--- config.mk ---
export PLATFORM = sky130hd
export DESIGN_NAME = y2r_para_sched
export DESIGN_NICKNAME = d
export VERILOG_FILES = /design/src/rtl/y2r_pkg.sv /design/src/rtl/y2r_round_lut.sv /design/src/rtl/y2r_para_sched.sv
export SDC_FILE = /design/constraint.sdc
export NUM_CORES = 1
export LEC_CHECK = 0
export CAP_MARGIN = 0
export CORE_AREA = 8 8 170 156
export CTS_BUF_LIST = sky130_fd_sc_hd__clkbuf_2
export CTS_CLUSTER_DIAMETER = 80
export CTS_CLUSTER_SIZE = 24
export DETAILED_ROUTE_END_ITERATION = 8
export DIE_AREA = 0 0 178 164
export PLACE_DENSITY = 0.84
export REMOVE_ABC_BUFFERS = 1
export SLEW_MARGIN = 40
export SYNTH_ARGS = -nofsm -noshare
export SYNTH_HDL_FRONTEND = slang
export SYNTH_HIERARCHICAL = 1
export SYNTH_SLANG_ARGS = --single-unit
--- constraint.sdc ---
create_clock -name clk_in -period 2.8 [get_ports clk_in]
set_clock_uncertainty 0.15 [all_clocks]
set_input_delay 0.7 -clock clk_in [delete_from_list [all_inputs] [get_ports clk_in]]
set_output_delay 0.7 -clock clk_in [all_outputs]
set_load 0.01 [all_outputs]
--- src/rtl/y2r_pkg.sv ---
// Shared constants and types for the YUV-to-RGB parameter scheduler.
// Holds the address map, shift limits, reset values and the scheduler FSM state.
package y2r_pkg;

    localparam logic [3:0] Y2R_ADDR_M00   = 4'd0;
    localparam logic [3:0] Y2R_ADDR_M01   = 4'd1;
    localparam logic [3:0] Y2R_ADDR_M02   = 4'd2;
    localparam logic [3:0] Y2R_ADDR_M10   = 4'd3;
    localparam logic [3:0] Y2R_ADDR_M11   = 4'd4;
    localparam logic [3:0] Y2R_ADDR_M12   = 4'd5;
    localparam logic [3:0] Y2R_ADDR_M20   = 4'd6;
    localparam logic [3:0] Y2R_ADDR_M21   = 4'd7;
    localparam logic [3:0] Y2R_ADDR_M22   = 4'd8;
    localparam logic [3:0] Y2R_ADDR_OFF0  = 4'd9;
    localparam logic [3:0] Y2R_ADDR_OFF1  = 4'd10;
    localparam logic [3:0] Y2R_ADDR_OFF2  = 4'd11;
    localparam logic [3:0] Y2R_ADDR_SHIFT = 4'd12;

    localparam logic [4:0] Y2R_SHIFT_MIN = 5'd8;
    localparam logic [4:0] Y2R_SHIFT_MAX = 5'd17;
    localparam logic [4:0] Y2R_SHIFT_RST = 5'd8;
    localparam logic [7:0] Y2R_ROUND_RST = 8'd2;

    typedef enum logic {
        Y2R_IDLE = 1'b0,
        Y2R_PEND = 1'b1
    } y2r_state_e;

    function automatic logic [4:0] y2r_clamp_shift(input logic [4:0] s);
        if (s < Y2R_SHIFT_MIN) begin
            return Y2R_SHIFT_MIN;
        end else if (s > Y2R_SHIFT_MAX) begin
            return Y2R_SHIFT_MAX;
        end
        return s;
    endfunction

endpackage

--- src/rtl/y2r_round_lut.sv ---
// Rounding constant / offset enable lookup for a shift value; purely combinational.
// No latency and no flow control; the caller registers the result.
module y2r_round_lut
    import y2r_pkg::*;
(
    input  logic [4:0] shift_i,
    output logic [7:0] round_num_o,
    output logic       offset_en_o
);

    always_comb begin
        round_num_o = Y2R_ROUND_RST;
        offset_en_o = 1'b1;
        case (shift_i)
            5'd8:  begin round_num_o = 8'd2;   offset_en_o = 1'b1; end
            5'd9:  begin round_num_o = 8'd5;   offset_en_o = 1'b1; end
            5'd10: begin round_num_o = 8'd1;   offset_en_o = 1'b1; end
            5'd11: begin round_num_o = 8'd2;   offset_en_o = 1'b1; end
            5'd12: begin round_num_o = 8'd4;   offset_en_o = 1'b1; end
            5'd13: begin round_num_o = 8'd8;   offset_en_o = 1'b1; end
            5'd14: begin round_num_o = 8'd16;  offset_en_o = 1'b1; end
            5'd15: begin round_num_o = 8'd33;  offset_en_o = 1'b0; end
            5'd16: begin round_num_o = 8'd66;  offset_en_o = 1'b0; end
            5'd17: begin round_num_o = 8'd131; offset_en_o = 1'b0; end
            default: begin
                round_num_o = Y2R_ROUND_RST;
                offset_en_o = 1'b1;
            end
        endcase
    end

endmodule

--- src/rtl/y2r_para_sched.sv ---
// Shadow/active parameter bank for the YUV-to-RGB datapath; commits a full set on frame_start.
// Commit lands on the frame_start edge, para_upd/cfg_err pulse the following cycle;
// cfg_ready is low while a set waits for a frame. Y2R_SHIFT_CLAMP_EN clamps shift writes.
module y2r_para_sched
    import y2r_pkg::*;
#(
    parameter int PARA_DW = 12
) (
    input  logic                     clk_in,
    input  logic                     rst_n_in,
    input  logic                     cfg_valid,
    output logic                     cfg_ready,
    input  logic [3:0]               cfg_addr,
    input  logic [PARA_DW+8-1:0]     cfg_data,
    input  logic                     cfg_last,
    input  logic                     frame_start,
    output logic [9*PARA_DW-1:0]     coef_mat,
    output logic [3*(PARA_DW+8)-1:0] coef_off,
    output logic [4:0]               shift_act,
    output logic [7:0]               round_num,
    output logic                     offset_en,
    output logic                     para_upd,
    output logic                     pend,
    output logic                     cfg_err,
    output logic [7:0]               upd_cnt
);

    localparam int OFF_W = PARA_DW + 8;

    y2r_state_e state_q, state_d;

    logic [8:0][PARA_DW-1:0] sh_coef_q, sh_coef_d, act_coef_q;
    logic [2:0][OFF_W-1:0]   sh_off_q, sh_off_d, act_off_q;
    logic [4:0]              sh_shift_q, sh_shift_d, act_shift_q;
    logic [7:0]              round_q, upd_cnt_q;
    logic                    offset_en_q, para_upd_q, cfg_err_q;

    logic       wr_acc, addr_bad, shift_bad, wr_err, commit;
    logic [4:0] shift_wr;
    logic [1:0] off_idx;
    logic [7:0] lut_round;
    logic       lut_offset_en;

    assign cfg_ready = (state_q == Y2R_IDLE);
    assign pend      = (state_q == Y2R_PEND);
    assign wr_acc    = cfg_valid && cfg_ready;
    assign addr_bad  = (cfg_addr > Y2R_ADDR_SHIFT);
    assign off_idx   = 2'(cfg_addr - Y2R_ADDR_OFF0);

`ifdef Y2R_SHIFT_CLAMP_EN
    assign shift_bad = 1'b0;
    assign shift_wr  = y2r_clamp_shift(cfg_data[4:0]);
`else
    assign shift_bad = (cfg_addr == Y2R_ADDR_SHIFT) &&
                       ((cfg_data[4:0] < Y2R_SHIFT_MIN) || (cfg_data[4:0] > Y2R_SHIFT_MAX));
    assign shift_wr  = cfg_data[4:0];
`endif

    assign wr_err = addr_bad || shift_bad;

    // Rejected writes leave the shadow bank untouched.
    always_comb begin
        sh_coef_d  = sh_coef_q;
        sh_off_d   = sh_off_q;
        sh_shift_d = sh_shift_q;
        if (wr_acc && !wr_err) begin
            if (cfg_addr <= Y2R_ADDR_M22) begin
                sh_coef_d[cfg_addr] = cfg_data[PARA_DW-1:0];
            end else if (cfg_addr <= Y2R_ADDR_OFF2) begin
                sh_off_d[off_idx] = cfg_data;
            end else begin
                sh_shift_d = shift_wr;
            end
        end
    end

    // A frame_start arriving with the last write is seen in IDLE, so it never commits.
    always_comb begin
        state_d = state_q;
        commit  = 1'b0;
        case (state_q)
            Y2R_IDLE: begin
                if (wr_acc && cfg_last) begin
                    state_d = Y2R_PEND;
                end
            end
            Y2R_PEND: begin
                if (frame_start) begin
                    commit  = 1'b1;
                    state_d = Y2R_IDLE;
                end
            end
            default: state_d = Y2R_IDLE;
        endcase
    end

    y2r_round_lut u_round_lut (
        .shift_i     (sh_shift_q),
        .round_num_o (lut_round),
        .offset_en_o (lut_offset_en)
    );

    always_ff @(posedge clk_in or negedge rst_n_in) begin
        if (!rst_n_in) begin
            state_q    <= Y2R_IDLE;
            sh_coef_q  <= '0;
            sh_off_q   <= '0;
            sh_shift_q <= Y2R_SHIFT_RST;
            para_upd_q <= 1'b0;
            cfg_err_q  <= 1'b0;
        end else begin
            state_q    <= state_d;
            sh_coef_q  <= sh_coef_d;
            sh_off_q   <= sh_off_d;
            sh_shift_q <= sh_shift_d;
            para_upd_q <= commit;
            cfg_err_q  <= wr_acc && wr_err;
        end
    end

    always_ff @(posedge clk_in or negedge rst_n_in) begin
        if (!rst_n_in) begin
            act_coef_q  <= '0;
            act_off_q   <= '0;
            act_shift_q <= Y2R_SHIFT_RST;
            round_q     <= Y2R_ROUND_RST;
            offset_en_q <= 1'b1;
            upd_cnt_q   <= 8'd0;
        end else if (commit) begin
            act_coef_q  <= sh_coef_q;
            act_off_q   <= sh_off_q;
            act_shift_q <= sh_shift_q;
            round_q     <= lut_round;
            offset_en_q <= lut_offset_en;
            upd_cnt_q   <= upd_cnt_q + 8'd1;
        end
    end

    assign coef_mat  = act_coef_q;
    assign coef_off  = act_off_q;
    assign shift_act = act_shift_q;
    assign round_num = round_q;
    assign offset_en = offset_en_q;
    assign para_upd  = para_upd_q;
    assign cfg_err   = cfg_err_q;
    assign upd_cnt   = upd_cnt_q;

endmodule

-- Yosys cells after proc, flatten, opt, wreduce, memory -nomap -nowiden
Memory sizes are Yosys's and may differ from the RTL's. A register that Yosys moved wholly into a read port is not among the register bits.
Index checks and enable logic that the tools add are counted.
W data, S select, Z words.
- add/subtract/negate cells: 2
- order comparisons: 9
- eq/ne operators: 1
- mux-type cells: 11
- bitwise gates (word level): 3
- reductions and logical operators: 14
- operator list (operator ; number):
    $bwmux W108 ; 1
    $bwmux W60 ; 1
    $demux W12 S4 ; 1
    $demux W20 S2 ; 1
    $mux W20 ; 1
    $mux W12 ; 1
    $add A8 B1 Y8 const B ; 1
    $le A4 B4 Y1 const B ; 2
    $logic_and A1 B1 Y1 ; 7
    $reduce_and A3 Y1 ; 2
    $gt A5 B5 Y1 const B ; 1
    $lt A4 B5 Y1 const B ; 1
    $lt A5 B4 Y1 const B ; 1
    $eq A4 B4 Y1 const B ; 1
    $ge A4 B1 Y1 const B ; 1
    $gt A4 B4 Y1 const B ; 1
    $mux W1 ; 4
    $lt A2 B3 Y1 const B ; 1
    $not A1 Y1 ; 3
    $ge A2 B1 Y1 const B ; 1
    $logic_not A1 Y1 ; 2
    $logic_or A1 B1 Y1 ; 2
    $pmux W1 S2 ; 1
    $reduce_and A2 Y1 ; 1
    $sub A2 B1 Y2 const B ; 1
- flip-flop bits (word level): 357
- bits in read-only memories: 288
- input port bits: 29
- output and inout bits: 194
- logic and storage cells: 71
- memories: 1
- memories (name ; depth ; bits a word ; rd ports ; clocked after Yosys merged registers in ; wr ports ; RTL line ; source):
    (no name shown) ; 32 ; 9 ; 1 ; 1 ; 0 ; y2r_round_lut.sv:14 ; case (shift_i)

-- Logic depth before layout (Yosys ltp)
Gate-level depths: netlist of the first run.
- word-level depth: 7
- depth in mapped cells: 6
- gate-level depth less buffers: 5

-- Hierarchy
The synthesis of the first run kept the hierarchy.
- by module, submodules not included (module ; instances ; cells each ; area an instance (um^2)):
    y2r_para_sched ; 1 ; 818 ; 13788.2
    y2r_round_lut ; 1 ; 21 ; 180.2

-- Least setup slack after synthesis of the first run
Ideal clock, no wire load.
- path type: input -> register
- start: input cfg_data[3]
- end: register sh_shift_q[0]
- setup time: 0.125 ns
- arrival time: 1.630 ns
- slack: 0.895 ns
- cell stages on the path: 3
- cells stage by stage: nor4b_1 > o2111ai_1 > mux2_2
- cells in the longest elaborated chain, start to end: 7
- ends and longest elaborated chain (item ; RTL line ; source):
    start: declaration ; y2r_para_sched.sv:14 ; input logic [PARA_DW+8-1:0] cfg_data,
    $lt A5 B4 Y1 or $gt A5 B5 Y1 (tied branches) ; y2r_para_sched.sv:55 ; ((cfg_data[4:0] < Y2R_SHIFT_MIN) || (cfg_data[4:0] > Y2R_SHIFT_MAX));
    $logic_or A1 B1 Y1 * ; y2r_para_sched.sv:55 ;
    $logic_and A1 B1 Y1 * ; y2r_para_sched.sv:54 ; assign shift_bad = (cfg_addr == Y2R_ADDR_SHIFT) &&
    $logic_or A1 B1 Y1 * ; y2r_para_sched.sv:59 ; assign wr_err = addr_bad || shift_bad;
    $logic_not A1 Y1 * ; y2r_para_sched.sv:66 ; if (wr_acc && !wr_err) begin
    $logic_and A1 B1 Y1 * ; y2r_para_sched.sv:66 ;
    $reduce_and A3 Y1 (no source line) * ; - ;
    end signal: assignment ; y2r_para_sched.sv:115 ; sh_shift_q <= sh_shift_d;
    end: declaration ; y2r_para_sched.sv:34 ; logic [4:0] sh_shift_q, sh_shift_d, act_shift_q;
Every way passes the cells marked *; elsewhere a longest branch is shown, timed or not.
A chain may end at the register's enable or synchronous reset.

-- Worst setup path in the final report of the first run
- start: register act_off_q, in the netlist coef_off[28]
- end: output coef_off[28]
- RTL lines (item ; RTL line ; source):
    start: declaration ; y2r_para_sched.sv:33 ; logic [2:0][OFF_W-1:0] sh_off_q, sh_off_d, act_off_q;
    start signal: assignment ; y2r_para_sched.sv:131 ; act_off_q <= sh_off_q;
    end: declaration ; y2r_para_sched.sv:18 ; output logic [3*(PARA_DW+8)-1:0] coef_off,
No word-level cell between the ends.

==> out/metrics.yaml, run 1 <==
logic_synthesis:
  synth.avg_cell_area_sq_um: 16.6
  synth-adder-area-share_pct: 0.448
  async_reset_ff_share_pct: 100
  synth-main-ff-cell: "dfrtp_1"
  yosys_warnings: 6
  syn-instance-count: 839
  netlist_area_sq_mm: 0.0140
  synth-seq-cells: 366
  ys_types: 36
  synth_top_family_by_area: "multiplexers"
  synth_edf_count: 0
  synth_xor_area_share_pct: 0.439
  synth_compound_area_share_pct: 0.251
  synth.mux.area_fraction_pct: 29.0
  yosys.area_share.simple_pct: 2.23
  synth_seq_area_share_pct: 65.6
placed_design:
  dpl_worst_slack_ns: 0.122
  place.gp.congestion: 0.802
  dpl.hpwl_mm: 20.9
  placed_cells: 1357
  port_buffers: 222
cts:
  cts_tree: "done"
  clock_latency_ns: 0.87
  cts.clk_slew.worst_paths_ns: 0.39
  cts-buffers-inserted: 19
  clkSinkCount: 366
  htreeDepth: 1
  clk_path_buf_depth: 3
  cts_root_buf: "clkbuf_2"
die:
  die_y_um: 164
  placementRows: 54
  core_area_sq_mm: 0.0237
  io_pins: 223
  start_util_pct: 58.9
  die_w_um: 178
  die_area_sq_mm: 0.0292
grt:
  antenna_found_initial: 1
  grt_overflow: 0
  grt_pass1_vias: 8401
  grt_pass1_wl_mm: 47.7
  grt_use_total_pct: 20.8
  grt_max_degree: 68
timing:
  fmax_mhz: 376
  maxSlewHeadroom_pct: 52.9
  period_share_pct: 95.1
  tightest_slew_ns: 0.705
  fin_crit_ns: 2.66
  setup_viol: 0
  setup_slack_ns: 0.138
  finalHoldViolCount: 0
  slew_violations: 0
  grt_setup_unrepaired: "no"
route:
  drt_wl_total_mm: 30.5
  vias: 7791
  drc: 0
  antenna_left: 0
  vias_per_cell: 5.47
  wire_per_inst_um: 21.4
  first_iter_violations: 465
  dr.pass1.iters: 4
pwr:
  p_comb_share_pct: 33.4
  p_leak_nw: 8.85
  pwr-share-clk_pct: 12.0
  ir_worst_vdd_mv: 0.674
  p_int_w: 0.0101
  p_sw_w: 0.00437
  seqPwrFrac_pct: 54.6
  powerDensity_mw_per_mm2: 843
  swShare_pct: 30.2
finish:
  nets: 1141
  fillers: 1586
  register_area_sq_mm: 0.00917
  final_cell_mix: "dfrtp_1 (361), mux2_2 (346), dlygate4sd2_1 (138)"
  final_common_cell: "dfrtp_1"
  drive_above_1_share_pct: 42.5
  syn_to_final_growth_pct: 22.9
  multi_input_area_sq_mm: 0.00454
  stdcell_count: 1424
run:
  max_cap_violations: 0
worst_setup_path:
  start_kind: "register"
  critical-path-top-delay-family: "buffers and inverters"
  critPathMaxFanout: 2
  crit_path_max_incr_delay_ns: 0.55
  worstPathCellList: "clkdlybuf4s50_1"
  crit_type: "reg2out"
  end_kind: "output port"
  cp.arrival_ns: 1.81
  required_ns: 1.95
  slowest_stage: "clkdlybuf4s50_1"
  path_buf_inv: 1
min_path:
  min_path_type: "in2async"
outcome:
  status: "completed"
cells in the mapped netlist, types with 4 or more instances:
cell type,instances,area share (%)
clkbuf_1,12,0.32
xnor2_1,7,0.44
ha_1,5,0.45
inv_1,6,0.16
dfstp_2,4,0.75
dfrtp_1,362,65
mux2_4,10,1.1
nand2_1,12,0.32
buf_2,30,1.1
nor2b_1,5,0.22
mux2_2,346,28
area by class of cell:
class | count | share of cell area [%]
Timing Repair Buffer | 295 | 16.8
Clock inverter | 1 | 0.117
Clock buffer | 26 | 0.758
Tap cell | 308 | 2.24
Sequential cell | 366 | 53.4
Antenna cell | 3 | 0.0437
Inverter | 7 | 0.168
Multi-Input combinational cell | 418 | 26.4
state kept, by name (all words and copies together) (netlist names):
signal	count
coef_mat	108
sh_coef_q	108
coef_off	60
sh_off_q	60
round_num	8
upd_cnt	8
sh_shift_q	5
shift_act	5
cfg_err	1
offset_en	1
para_upd	1
pend	1
worst paths after layout:
path	from	endpoint	slack [ns]	cells past startpoint
max	coef_off[28]	coef_off[28]	0.14	1
min	rst_n_in	round_num[2]	0.15	2
max reg2reg	pend	sh_off_q[46]	0.79	5
min reg2reg	sh_off_q[6]	coef_off[6]	0.31	1
max in group asynchronous	rst_n_in	sh_coef_q[93]	1.58	3
min in group clk_in	cfg_last	pend	0.23	3
kinds of logic (layout without fill, tap and decap cells):
kind of cell / after synthesis / in the layout
compound gates: 5 / 5
xor+xnor: 7 / 7
fa+ha+maj: 5 / 5
buf+inv: 55 / 329
flops: 366 / 366
mux: 357 / 357
other cells: 0 / 3
simple gates: 44 / 44
per-stage QoR:
step	power, W	TNS [ns]	area (sq um)	hold slack, ns	utilization [%]
final	0.0145	0	17200	0.146	72.4
after global routing	0.0153	0	17200	0.0775	72.4
after CTS	0.0147	0	17000	0.0582	71.7
after detailed placement	0.0133	0	16800	0.337	70.8
after global placement	0.0131	0	16800	0.310	70.8
after floorplan	0.0101	-202.08	13700	0.254	-
power by group through the flow:
stage / Clock (W) / Sequential [W] / Combinational [W]
floorplan: 0 / 0.00837 / 0.00170
global placement: 0 / 0.00802 / 0.00505
detailed placement: 0 / 0.00812 / 0.00520
CTS: 0.00182 / 0.00793 / 0.00493
global route: 0.00198 / 0.00813 / 0.00519
finish: 0.00174 / 0.00791 / 0.00483
metal layers:
layer	vias up	track usage, %	part of all wire (%)
li1	3485	-	-
met1	4100	27.8	43
met2	180	34.1	48
met3	26	5.77	7.4
met4	0	3.48	1.4
met5	-	0	0
worst reg2reg max path: stages, from the launching register on:
cell      delay [ns]
dfrtp_2         0.50
buf_4           0.17
nand4b_4        0.21
nor3b_2         0.26
buf_12          0.21
mux2_2          0.37
timing repair:
| item | in CTS | in global routing |
|---|---|---|
| hold buffers | 1 | 0 |
| setup buffers | 29 | 7 |
| hold endpoints to repair | 340 | 0 |
| endpoints found under the setup margin | 139 | 46 |
| gates resized for setup | 139 | 45 |
(Power assumes the default switching activity.)
==> run 2: changes to the inputs <==
Settings changed: CORE_AREA 8 8 170 156 to 8 8 175 160, CTS_BUF_LIST sky130_fd_sc_hd__clkbuf_2 to sky130_fd_sc_hd__clkbuf_16, DIE_AREA 0 0 178 164 to 0 0 183 168, PLACE_DENSITY 0.84 to 0.8.
==> out/metrics.yaml, run 2 (synthesis gave the netlist of run 1 again) <==
timing:
  fin_setup_tns_ns: 0  # unchanged
  setup_viol: 0  # unchanged
  period_share_pct: 90.6  # -4.5 points
  maxSlewHeadroom_pct: 55.4  # +2.5 points
  fin_crit_ns: 2.54  # -0.125 ns
  fmax_mhz: 394  # +4.9%
  finalHoldViolCount: 0  # unchanged
  tightest_slew_ns: 0.667  # -0.0374 ns
  grt_setup_unrepaired: "no"
  whs_ns: 0.328  # +0.182 ns
  slew_violations: 0  # unchanged
cts:
  clock_latency_ns: 0.52  # -0.35 ns
  cts_setup_buffers: 0  # -100%
  cts.clk_slew.worst_paths_ns: 0.09  # -0.30 ns
  htreeDepth: 1  # unchanged
  cts_root_buf: "clkbuf_16"
  cts_resized: 0  # -100%
  clk_path_buf_depth: 3  # unchanged
  holdBufCountCts: 1  # unchanged
  cts-buffers-inserted: 19  # unchanged
  cts_tree: "done"
  clkSinkCount: 366  # unchanged
finish:
  n_antenna_cell: 0  # -3
  nets: 1100  # -3.6%
  drive_above_1_share_pct: 39.6  # -2.9 points
  utilization_pct: 69.6  # -2.8 points
  final_common_cell: "dfrtp_1"
  final_cell_mix: "dfrtp_1 (362), mux2_2 (346), clkdlybuf4s50_1 (221)"
  syn_to_final_growth_pct: 24.1
  final_cell_area_sq_mm: 0.0173  # +1.0%
worst_setup_path:
  critPathMaxFanout: 10  # +8
  start_kind: "register"
  reg2reg_to: "sh_off_q[50]"
  r2r_start: "pend"
  crit_path_max_incr_delay_ns: 0.54  # about the same
  slowest_stage: "clkdlybuf4s50_1"
  cp.arrival_ns: 1.69  # -0.12 ns
  crit_type: "reg2out"
  end_kind: "output port"
  reg2reg_slack_ns: 0.92  # +0.13 ns
  required_ns: 1.95  # about the same
  r2r_cells: 4  # -1
  worstPathCellList: "inv_1 > clkdlybuf4s50_1"
min_path:
  min_path_type: "reg2reg"
  holdPathStages: 1
  hold_end: "upd_cnt[7]"
  hold_path.startpoint: "upd_cnt[7]"
grt:
  grt_overflow: 0  # unchanged
  grt_max_degree: 75  # +10%
  antenna_found_initial: 0  # -1
  grt_pass1_vias: 8155  # -2.9%
  grt_pass1_wl_mm: 47.6  # -0.36%
  grt_use_total_pct: 19.4  # -1.4 points
placed_design:
  place.gp.congestion: 0.792  # -1.2%
  port_buffers: 222  # unchanged
  dpl.hpwl_mm: 20.1  # -4.1%
  placed_area_sq_mm: 0.0168  # +0.10%
outcome:
  status: "completed"
die:
  core_area_sq_mm: 0.0249  # +5.0%
  start_util_pct: 56.1  # -2.8 points
  die_y_um: 168  # +2.4%
  die_w_um: 183  # +2.8%
  die_area_sq_mm: 0.0307  # +5.3%
  io_pins: 223  # unchanged
  placementRows: 55  # +1.9%
run:
  max_cap_violations: 0  # unchanged
pwr:
  ir_worst_vdd_mv: 0.607  # -9.9%
  p_leak_nw: 7.84  # -11%
  powerDensity_mw_per_mm2: 920  # +9.1%
route:
  vias: 7539  # -3.2%
  dr.pass1.iters: 4  # unchanged
  vias_per_cell: 5.33  # -2.6%
  drt_wl_total_mm: 29.6  # -2.8%
  wire_per_inst_um: 21.0  # -2.1%
  antenna_left: 0  # unchanged
  first_iter_violations: 341  # -27%
  drc: 0  # unchanged
-- run 2: through the flow --
step	std cells	setup WS, ns	power, W
3_5_place_dp	1386	0.187	0.0133
5_1_grt	1414	0.180	0.0168
4_1_cts	1414	0.234	0.0162
3_3_place_gp	1386	0.213	0.0131
6_report	1414	0.264	0.0160
2_1_floorplan	791	-1.63	0.0101
-- run 2: power by group --
part	switching, W	total, W	internal [W]
clock	0.00162	0.00287	0.00125
sequential	0.00101	0.00802	0.00701
combinational	0.00182	0.00506	0.00324
total	0.00445	0.0160	0.0115
-- run 2: worst max-delay path: cells and delay by family, from the launching register on --
kind     cells  cell delay (ns)
buf+inv      2             0.66
flops        1             0.51
-- run 2: worst max path at each step --
stage | startpoint | endpoint | depth (start not counted)
2_1_floorplan | frame_start | coef_mat[0] | 3
3_3_place_gp | cfg_addr[2] | sh_coef_q[92] | 5
3_5_place_dp | cfg_data[4] | sh_shift_q[0] | 4
4_1_cts | pend | cfg_ready | 2
5_1_grt | pend | cfg_ready | 2
6_report | pend | cfg_ready | 2
-- run 2: layout make-up --
| type | count | area, sq um |
|---|---|---|
| well taps | 342 | 428 |
| fillers | 1726 | 7570 |
| multi-input cells | 418 | 4540 |
| inverters | 7 | 28.8 |
| clock buffers | 19 | 475 |
| flip-flops and latches | 366 | 9160 |
| clock inverters | 8 | 47.5 |
| repair buffers | 254 | 2660 |
-- run 2: metal layers --
| layer | up-vias | GRT usage, % | wire (um) |
|---|---|---|---|
| li1 | 3388 | - | - |
| met4 | 0 | 3.18 | 398 |
| met2 | 159 | 31.3 | 13900 |
| met5 | - | 0 | 0 |
| met3 | 25 | 5.27 | 2060 |
| met1 | 3967 | 26.4 | 13200 |
